`config.mk`:
```
export PLATFORM = sky130hd
export DESIGN_NAME = mem_port_arbiter
export DESIGN_NICKNAME = d
export VERILOG_FILES = /design/src/rtl/mem_port_arbiter.sv
export SDC_FILE = /design/constraint.sdc
export NUM_CORES = 1
export LEC_CHECK = 0
export ABC_AREA = 1
export BUFFER_PORTS_ARGS = -buffer_cell sky130_fd_sc_hd__clkbuf_2
export CORE_ASPECT_RATIO = 1.75
export CORE_UTILIZATION = 58
export CTS_CLUSTER_SIZE = 30
export DETAILED_ROUTE_END_ITERATION = 10
export PLACE_DENSITY_LB_ADDON = 0.12
export SLEW_MARGIN = 20
export SYNTH_ARGS = -nofsm -noshare
export SYNTH_HDL_FRONTEND = slang
export SYNTH_SLANG_ARGS = --single-unit
```
`constraint.sdc`:
```
create_clock -name Clk -period 5.5 [get_ports Clk]
set_clock_uncertainty 0.2 [all_clocks]
set_input_delay 0.825 -clock Clk [delete_from_list [all_inputs] [get_ports Clk]]
set_output_delay 0.825 -clock Clk [all_outputs]
set_load 0.1 [all_outputs]
```
`src/rtl/mem_port_arbiter.sv`:
```
// mem_port_arbiter: serialises fetch and data accesses onto one byte-wide memory port,
// big-endian, with data priority and a one-deep anti-starvation flag for fetch.
module mem_port_arbiter #(
   parameter int ADDR_W = 32
) (
   input  logic              Clk,
   input  logic              Reset,
   input  logic              if_req,
   input  logic [ADDR_W-1:0] if_addr,
   output logic [31:0]       if_data,
   output logic              if_done,
   input  logic              d_req,
   input  logic              d_we,
   input  logic              d_size,
   input  logic [ADDR_W-1:0] d_addr,
   input  logic [31:0]       d_wdata,
   output logic [31:0]       d_rdata,
   output logic              d_done,
   output logic              mem_en,
   output logic              mem_we,
   output logic [ADDR_W-1:0] mem_addr,
   output logic [7:0]        mem_wdata,
   input  logic [7:0]        mem_rdata,
   output logic              PCWrite,
   output logic              busy
);
   typedef enum logic [1:0] {IDLE, BEAT, RESP} state_t;
   state_t            state_q;
   logic [1:0]        cnt_q;
   logic              data_q, we_q, word_q, fav_q;
   logic [ADDR_W-1:0] base_q, mem_addr_q;
   logic [31:0]       wdata_q, asm_q, if_data_q, d_rdata_q;
   logic [7:0]        mem_wdata_q;
   logic              mem_en_q, mem_we_q, if_done_q, d_done_q, busy_q;
   logic              gnt_data_d, last_d;
   logic [1:0]        cnt_d;
   logic [31:0]       asm_d;

   function automatic logic [7:0] pick(input logic [31:0] w, input logic [1:0] k, input logic word);
      return word ? w[{~k, 3'b000} +: 8] : w[7:0];
   endfunction

   // fav_q records that the last completed grant was data, so a waiting fetch goes next
   assign gnt_data_d = d_req && !(fav_q && if_req);
   assign cnt_d      = cnt_q + 2'd1;
   assign last_d     = !word_q || cnt_q == 2'd3;
   assign asm_d      = word_q ? {asm_q[23:0], mem_rdata} : {24'h0, mem_rdata};

   always_ff @(posedge Clk) begin
      if (!Reset) begin
         state_q     <= IDLE;
         cnt_q       <= '0;
         data_q      <= 1'b0;
         we_q        <= 1'b0;
         word_q      <= 1'b0;
         fav_q       <= 1'b0;
         base_q      <= '0;
         wdata_q     <= '0;
         asm_q       <= '0;
         if_data_q   <= '0;
         d_rdata_q   <= '0;
         mem_en_q    <= 1'b0;
         mem_we_q    <= 1'b0;
         mem_addr_q  <= '0;
         mem_wdata_q <= '0;
         if_done_q   <= 1'b0;
         d_done_q    <= 1'b0;
         busy_q      <= 1'b0;
      end else begin
         case (state_q)
            IDLE: if (d_req || if_req) begin
               state_q     <= BEAT;
               cnt_q       <= '0;
               data_q      <= gnt_data_d;
               we_q        <= gnt_data_d && d_we;
               word_q      <= !gnt_data_d || d_size;
               base_q      <= gnt_data_d ? d_addr : if_addr;
               wdata_q     <= d_wdata;
               fav_q       <= fav_q && gnt_data_d;
               mem_en_q    <= 1'b1;
               mem_we_q    <= gnt_data_d && d_we;
               mem_addr_q  <= gnt_data_d ? d_addr : if_addr;
               mem_wdata_q <= (gnt_data_d && d_we) ? pick(d_wdata, 2'd0, d_size) : 8'h00;
               busy_q      <= 1'b1;
            end
            BEAT: begin
               asm_q <= asm_d;
               if (last_d) begin
                  state_q     <= RESP;
                  mem_en_q    <= 1'b0;
                  mem_we_q    <= 1'b0;
                  mem_addr_q  <= '0;
                  mem_wdata_q <= '0;
                  if_done_q   <= !data_q;
                  d_done_q    <= data_q;
                  fav_q       <= data_q;
                  if (!data_q) if_data_q <= asm_d;
                  else if (!we_q) d_rdata_q <= asm_d;
               end else begin
                  cnt_q       <= cnt_d;
                  mem_addr_q  <= base_q + ADDR_W'(cnt_d);
                  mem_wdata_q <= we_q ? pick(wdata_q, cnt_d, word_q) : 8'h00;
               end
            end
            RESP: begin
               state_q   <= IDLE;
               if_done_q <= 1'b0;
               d_done_q  <= 1'b0;
               busy_q    <= 1'b0;
            end
            default: state_q <= IDLE;
         endcase
      end
   end

   assign if_data   = if_data_q;
   assign if_done   = if_done_q;
   assign PCWrite   = if_done_q;
   assign d_rdata   = d_rdata_q;
   assign d_done    = d_done_q;
   assign mem_en    = mem_en_q;
   assign mem_we    = mem_we_q;
   assign mem_addr  = mem_addr_q;
   assign mem_wdata = mem_wdata_q;
   assign busy      = busy_q;
endmodule

```
* Yosys cells after proc, flatten, opt, wreduce, memory -nomap -nowiden
Cells that the tools add are included.
W data, S select, Z words.
** Word-level totals
- Flip-flop bits (word level) :: 205
- Bits in latches :: 0
- Memory bits (writable) :: 0
- Bits in read-only memories :: 0
- Bits of input ports :: 110
- Output and inout port bits :: 110
- Logic and storage cells :: 84
- Memories :: 0
** Operators by class
- $add $sub $neg :: 2
- Multiply operators :: 0
- Div/mod/pow operators :: 0
- Magnitude comparators :: 0
- Equal/unequal tests :: 6
- Shift operators :: 1
- Muxes and demuxes :: 30
- Bitwise gates (word level) :: 3
- Reductions and logical operators :: 24
** Operator list (count)
- $mux W32 :: 4
- $pmux W32 S2 :: 1
- $mux W8 :: 6
- $add A32 B2 Y32 :: 1
- $shiftx A32 B6 Y8 :: 1
- $pmux W8 S2 :: 1
- $pmux W1 S2 :: 6
- $reduce_and A2 Y1 :: 5
- $reduce_and A3 Y1 :: 3
- $mux W2 :: 4
- $pmux W2 S2 :: 2
- $mux W1 :: 6
- $ne A2 B2 Y1 const B :: 3
- $reduce_bool A2 Y1 :: 3
- $eq A2 B2 Y1 const B :: 2
- $logic_and A1 B1 Y1 :: 4
- $logic_not A1 Y1 :: 4
- $reduce_and A4 Y1 :: 1
- $logic_or A1 B1 Y1 :: 3
- $add A2 B1 Y2 const B :: 1
- $eq A2 B1 Y1 const B :: 1
- $logic_not A2 Y1 :: 1
- $not A1 Y1 :: 2
- $not A2 Y2 :: 1

* Depth between registers and ports, before layout
- Depth after elaboration :: 7
- Depth in mapped cells :: 14

* Worst setup path before layout
OpenSTA, ideal clock, no wires.
- Path type :: register to register
- From :: reg cnt_q[0]
- To :: reg mem_addr_q[28] (netlist: mem_addr[28])
- Library setup time :: 132 ps
- Arrival time :: 2116 ps
- Setup slack :: 3052 ps
- Cell stages (with the launch flop) :: 13
- Path through :: dfxtp_1 -> buf_2 -> inv_1 -> buf_2 -> ha_1 -> inv_1 -> fa_1 -> nor2_2 -> nand3_1 -> nor2_1 -> nand4_1 -> nand2_1 -> a21oi_1
** On the way
- Longest elaborated chain between the ends :: 4
- Elaborated cells on any way between the ends :: 6
- Classes of those cells :: 2 x add/sub; 1 x eq/ne; 2 x mux; 1 x reduce/logical
** RTL lines
- start, declared :: line 29 : logic [1:0] cnt_q;
- start signal, assigned :: line 100 : cnt_q <= cnt_d;
- $add A2 B1 Y2 or $eq A2 B2 Y1 (tied branches) :: line 45, 46
- $add A32 B2 Y32 or $logic_or A1 B1 Y1 (tied branches) :: line 101, 46
- $mux W32 (*) :: line 88 : if (last_d) begin
- $pmux W32 S2 (*) :: line 70 : case (state_q)
- end signal, assigned :: line 82 : mem_addr_q <= gnt_data_d ? d_addr : if_addr;
- end signal, assigned :: line 101 : mem_addr_q <= base_q + ADDR_W'(cnt_d);
- end, declared :: line 31 : logic [ADDR_W-1:0] base_q, mem_addr_q;
Mark *: on every way between the ends. The rest lies on a longest branch, timed or not.
A chain may end at the register's enable or synchronous reset.

* Worst setup path after layout
Ends and elaborated chain as after synthesis.

==> summary.txt <==
Floorplan
  • Die ar.: 0.0160 mm²
  • Die width: 95.9 µm
  • Row count: 59
  • Starting Density: 0.597
  • Ports: 220
  • Core Area: 0.0150 mm²
  • Vert. Die Dim: ~170 µm

Synth
  • Syn avg cell area: 7.25 µm²
  • Yosys warns: 0
  • Largest area contributor in the netlist: dfxtp_1
  • Most used DFF post-synth: dfxtp_1
  • Syn Inst Count: between 1000 and 1500
  • Post-Syn Area: 0.00895 mm²
  • FF+latch count, synth: between 200 and 250
  • Sequential area share after synthesis: 0.458
  • Library cells used by synthesis: 38
  • Synth top area cells: dfxtp_1 46%, nand2_1 10%, a21oi_1 9.1%, o21ai_0 6.9%, nor2_1 6.6%
  • Asr flop ratio synth: 0
  • Synth cell count leaders: 246 x nand2_1, 205 x dfxtp_1, 162 x a21oi_1
  • Syn nets: around 1300
  • Share of the synthesized area in the top cell type: 0.458
  • Top-count cell post-synth: nand2_1
  • Number of synthesized flops with an enable pin: 0

Cells and area
  • P&R area growth vs syn: 17.3%
  • Ant. Diodes: 0
  • Nets@finish: 1515
  • Share of layout cells above drive strength 1: 0.220
  • Fin cells: 1594

Setup path
  • R2R depth: 9
  • Worst r2r src: cnt_q[0]
  • Critical R2R Capture: mem_addr[28]
  • Data arrival, critical path: 3440 ps
  • Startpoint Class: flip-flop
  • WS Path Type: reg -> reg
  • CP endpoint: mem_addr[28]
  • Crit. End Element: flip-flop
  • Worst path required time: 5640 ps
  • CP startpoint: cnt_q[0]
  • R2R Setup Slk: 2190 ps
  • CP Max Fanout: 20

Route
  • Pre-Repair DR Iteration Count: 5
  • Detailed Route Iter0 Violations: 326
  • DRT Wirelength: 24.8 mm
  • Vias per std cell: 5.53
  • Remaining routing DRC violations: 0
  • Routed length per instance: between 15 and 20 µm
  • Remaining antenna violation count: 0
  • DR vias: roughly 8800

Clock tree
  • Sink Count: between 200 and 250
  • Longest Clk Path Bufs: 3
  • Hold-fix buffers, CTS: 0
  • CTS Buf Count: 19
  • Root buf cell: clkbuf_16
  • Post-CTS Setup Inserts: 0
  • Clock Pin Slew Worst Setup and Hold Paths: roughly 60 ps
  • CTS tree: yes
  • H-tree levels: 1
  • Post_cts resized: 0
  • Skew-Pair Late Insertion Delay: 480 ps

Placed design
  • GPL Wtd Cong: 0.914
  • Worst slack, placed: between 1500 and 2000 ps
  • Dpl cells: 1563
  • Dpl hpwl: 17.3 mm
  • Buffers on Ports: between 200 and 250

STA
  • RSZ-0062 raised after global routing: false
  • Final min period: between 3000 and 4000 ps
  • TNS Setup: 0 ps
  • Final slew viol count: 0
  • Max-slew headroom: 0.294
  • Final period util: 0.601
  • Tightest Pin Transition: roughly 1100 ps
  • Highest Clock Rate: approximately 300 MHz
  • Final number of hold-violating endpoints: 0
  • # setup viols final: 0
  • Setup ws final: 2190 ps

Pwr
  • P_sw: ~1500 µW
  • Sw frac: 0.376
  • VDD IR max: 0.324 mV
  • Clk pwr share: 0.305
  • Power share of the combinational group: 0.267
  • Power Density: 388 mW/mm²
  • Int Power: 2540 µW
  • Sequential Power Share: 0.429
  • Pleak: between 0.004 and 0.005 µW

Min path
  • Hold crit path type: reg -> reg

Run
  • Max cap viols: 0

GRT
  • Initial antenna violation count: 0
  • Total global-route track usage: 0.306
  • Global route overflow: 0
  • Pin count of the biggest net entering global routing: 124
  • Global-route wire length before repair: 38.9 mm
  • Vias in the first global route: 8217

Outcome
  • Status: finished clean
==> state kept, by name, summed over array words and instances, names as in the netlist <==
signal     flops
cnt_q          2
d_rdata       32
PCWrite        1
we_q           1
mem_en         1
d_done         1
mem_we         1
if_data       32
mem_addr      32
data_q         1
word_q         1
busy           1
base_q        32
fav_q          1
wdata_q       32
asm_q         24
mem_wdata      8
state_q        2
==> layout by cell type, fill, tap and decap left out, types with 3 or more instances in the layout <==
| cell type | n |
|---|---|
| clkbuf_16 | 19 |
| o21ai_0 | 124 |
| o21a_1 | 3 |
| or2_2 | 31 |
| clkbuf_2 | 218 |
| o22ai_1 | 8 |
| ha_1 | 3 |
| nor2_4 | 3 |
| nor2_2 | 4 |
| inv_1 | 67 |
| o21bai_1 | 3 |
| nand2_2 | 3 |
| dfxtp_1 | 205 |
| clkinv_2 | 7 |
| a31oi_1 | 13 |
| nand4_1 | 6 |
| buf_4 | 4 |
| nand3_1 | 27 |
| o21ai_1 | 36 |
| nand2_1 | 244 |
| inv_2 | 8 |
| a21oi_1 | 162 |
| nor2_1 | 157 |
| o211ai_1 | 31 |
| clkbuf_8 | 4 |
==> critical path: stages, from the launching register on <==
cell and delay [ps]:
dfxtp_1 760, ha_1 450, inv_1 230, fa_1 520, nor2_2 260, nand3_1 190, nor2_1 220, nand4_1 100
nand2_1 150, a21oi_1 70
==> metrics by stage <==
stage / power, µW / cell area (µm²) / utilization / hold WS (ps)
4_1_cts: 4090 / 10500 / 0.701 / 267
3_3_place_gp: 2840 / 9930 / 0.663 / 250
5_1_grt: 4240 / 10500 / 0.701 / 288
2_1_floorplan: 2650 / 8950 / - / 244
6_report: 4080 / 10500 / 0.701 / 263
3_5_place_dp: 2860 / 9930 / 0.663 / 257
==> kinds of logic (layout without fill, tap and decap cells) <==
group | count (synthesis) | count (layout) | synth area share
fa+ha+maj | 4 | 4 | 0.00643
buf+inv | 155 | 331 | 0.0756
flops | 205 | 205 | 0.458
compound gates | 384 | 384 | 0.229
simple gates | 484 | 484 | 0.227
xor+xnor | 3 | 3 | 0.00294
==> final cells by class <==
cell class | count | area, µm²
multi-input combinational | 875 | 4180
clock inverter | 8 | 43.8
fill | 1377 | 4480
inverter | 77 | 294
tap | 183 | 229
sequential | 205 | 4100
timing repair buffer | 223 | 1130
clock buffer | 23 | 531
==> power groups by stage <==
stage                     Clock (µW)  Combinational [µW]  Sequential, µW
after global placement             0                1070            1770
after floorplan                    0                 410            2240
after global routing            1310                1160            1760
after detailed placement           0                1090            1770
final                           1240                1090            1750
after CTS                       1260                1090            1740
==> routing by layer <==
metal | wire length, µm | track usage | part of all wire
met2 | 13100 | 0.561 | 0.53
met1 | 9290 | 0.335 | 0.37
met3 | 1300 | 0.0375 | 0.052
met4 | 1130 | 0.147 | 0.046
met5 | 0 | 0 | 0
==> worst min-delay path by stage <==
| stage | from | end | slack (ps) | cells past startpoint |
|---|---|---|---|---|
| 6_report | we_q | we_q | 260 | 2 |
| 4_1_cts | we_q | we_q | 270 | 2 |
| 3_3_place_gp | d_done | d_done | 250 | 2 |
| 3_5_place_dp | we_q | we_q | 260 | 2 |
| 5_1_grt | d_rdata[2] | d_rdata[2] | 290 | 2 |
| 2_1_floorplan | we_q | we_q | 240 | 2 |
Power figures use the tool's default switching activity.
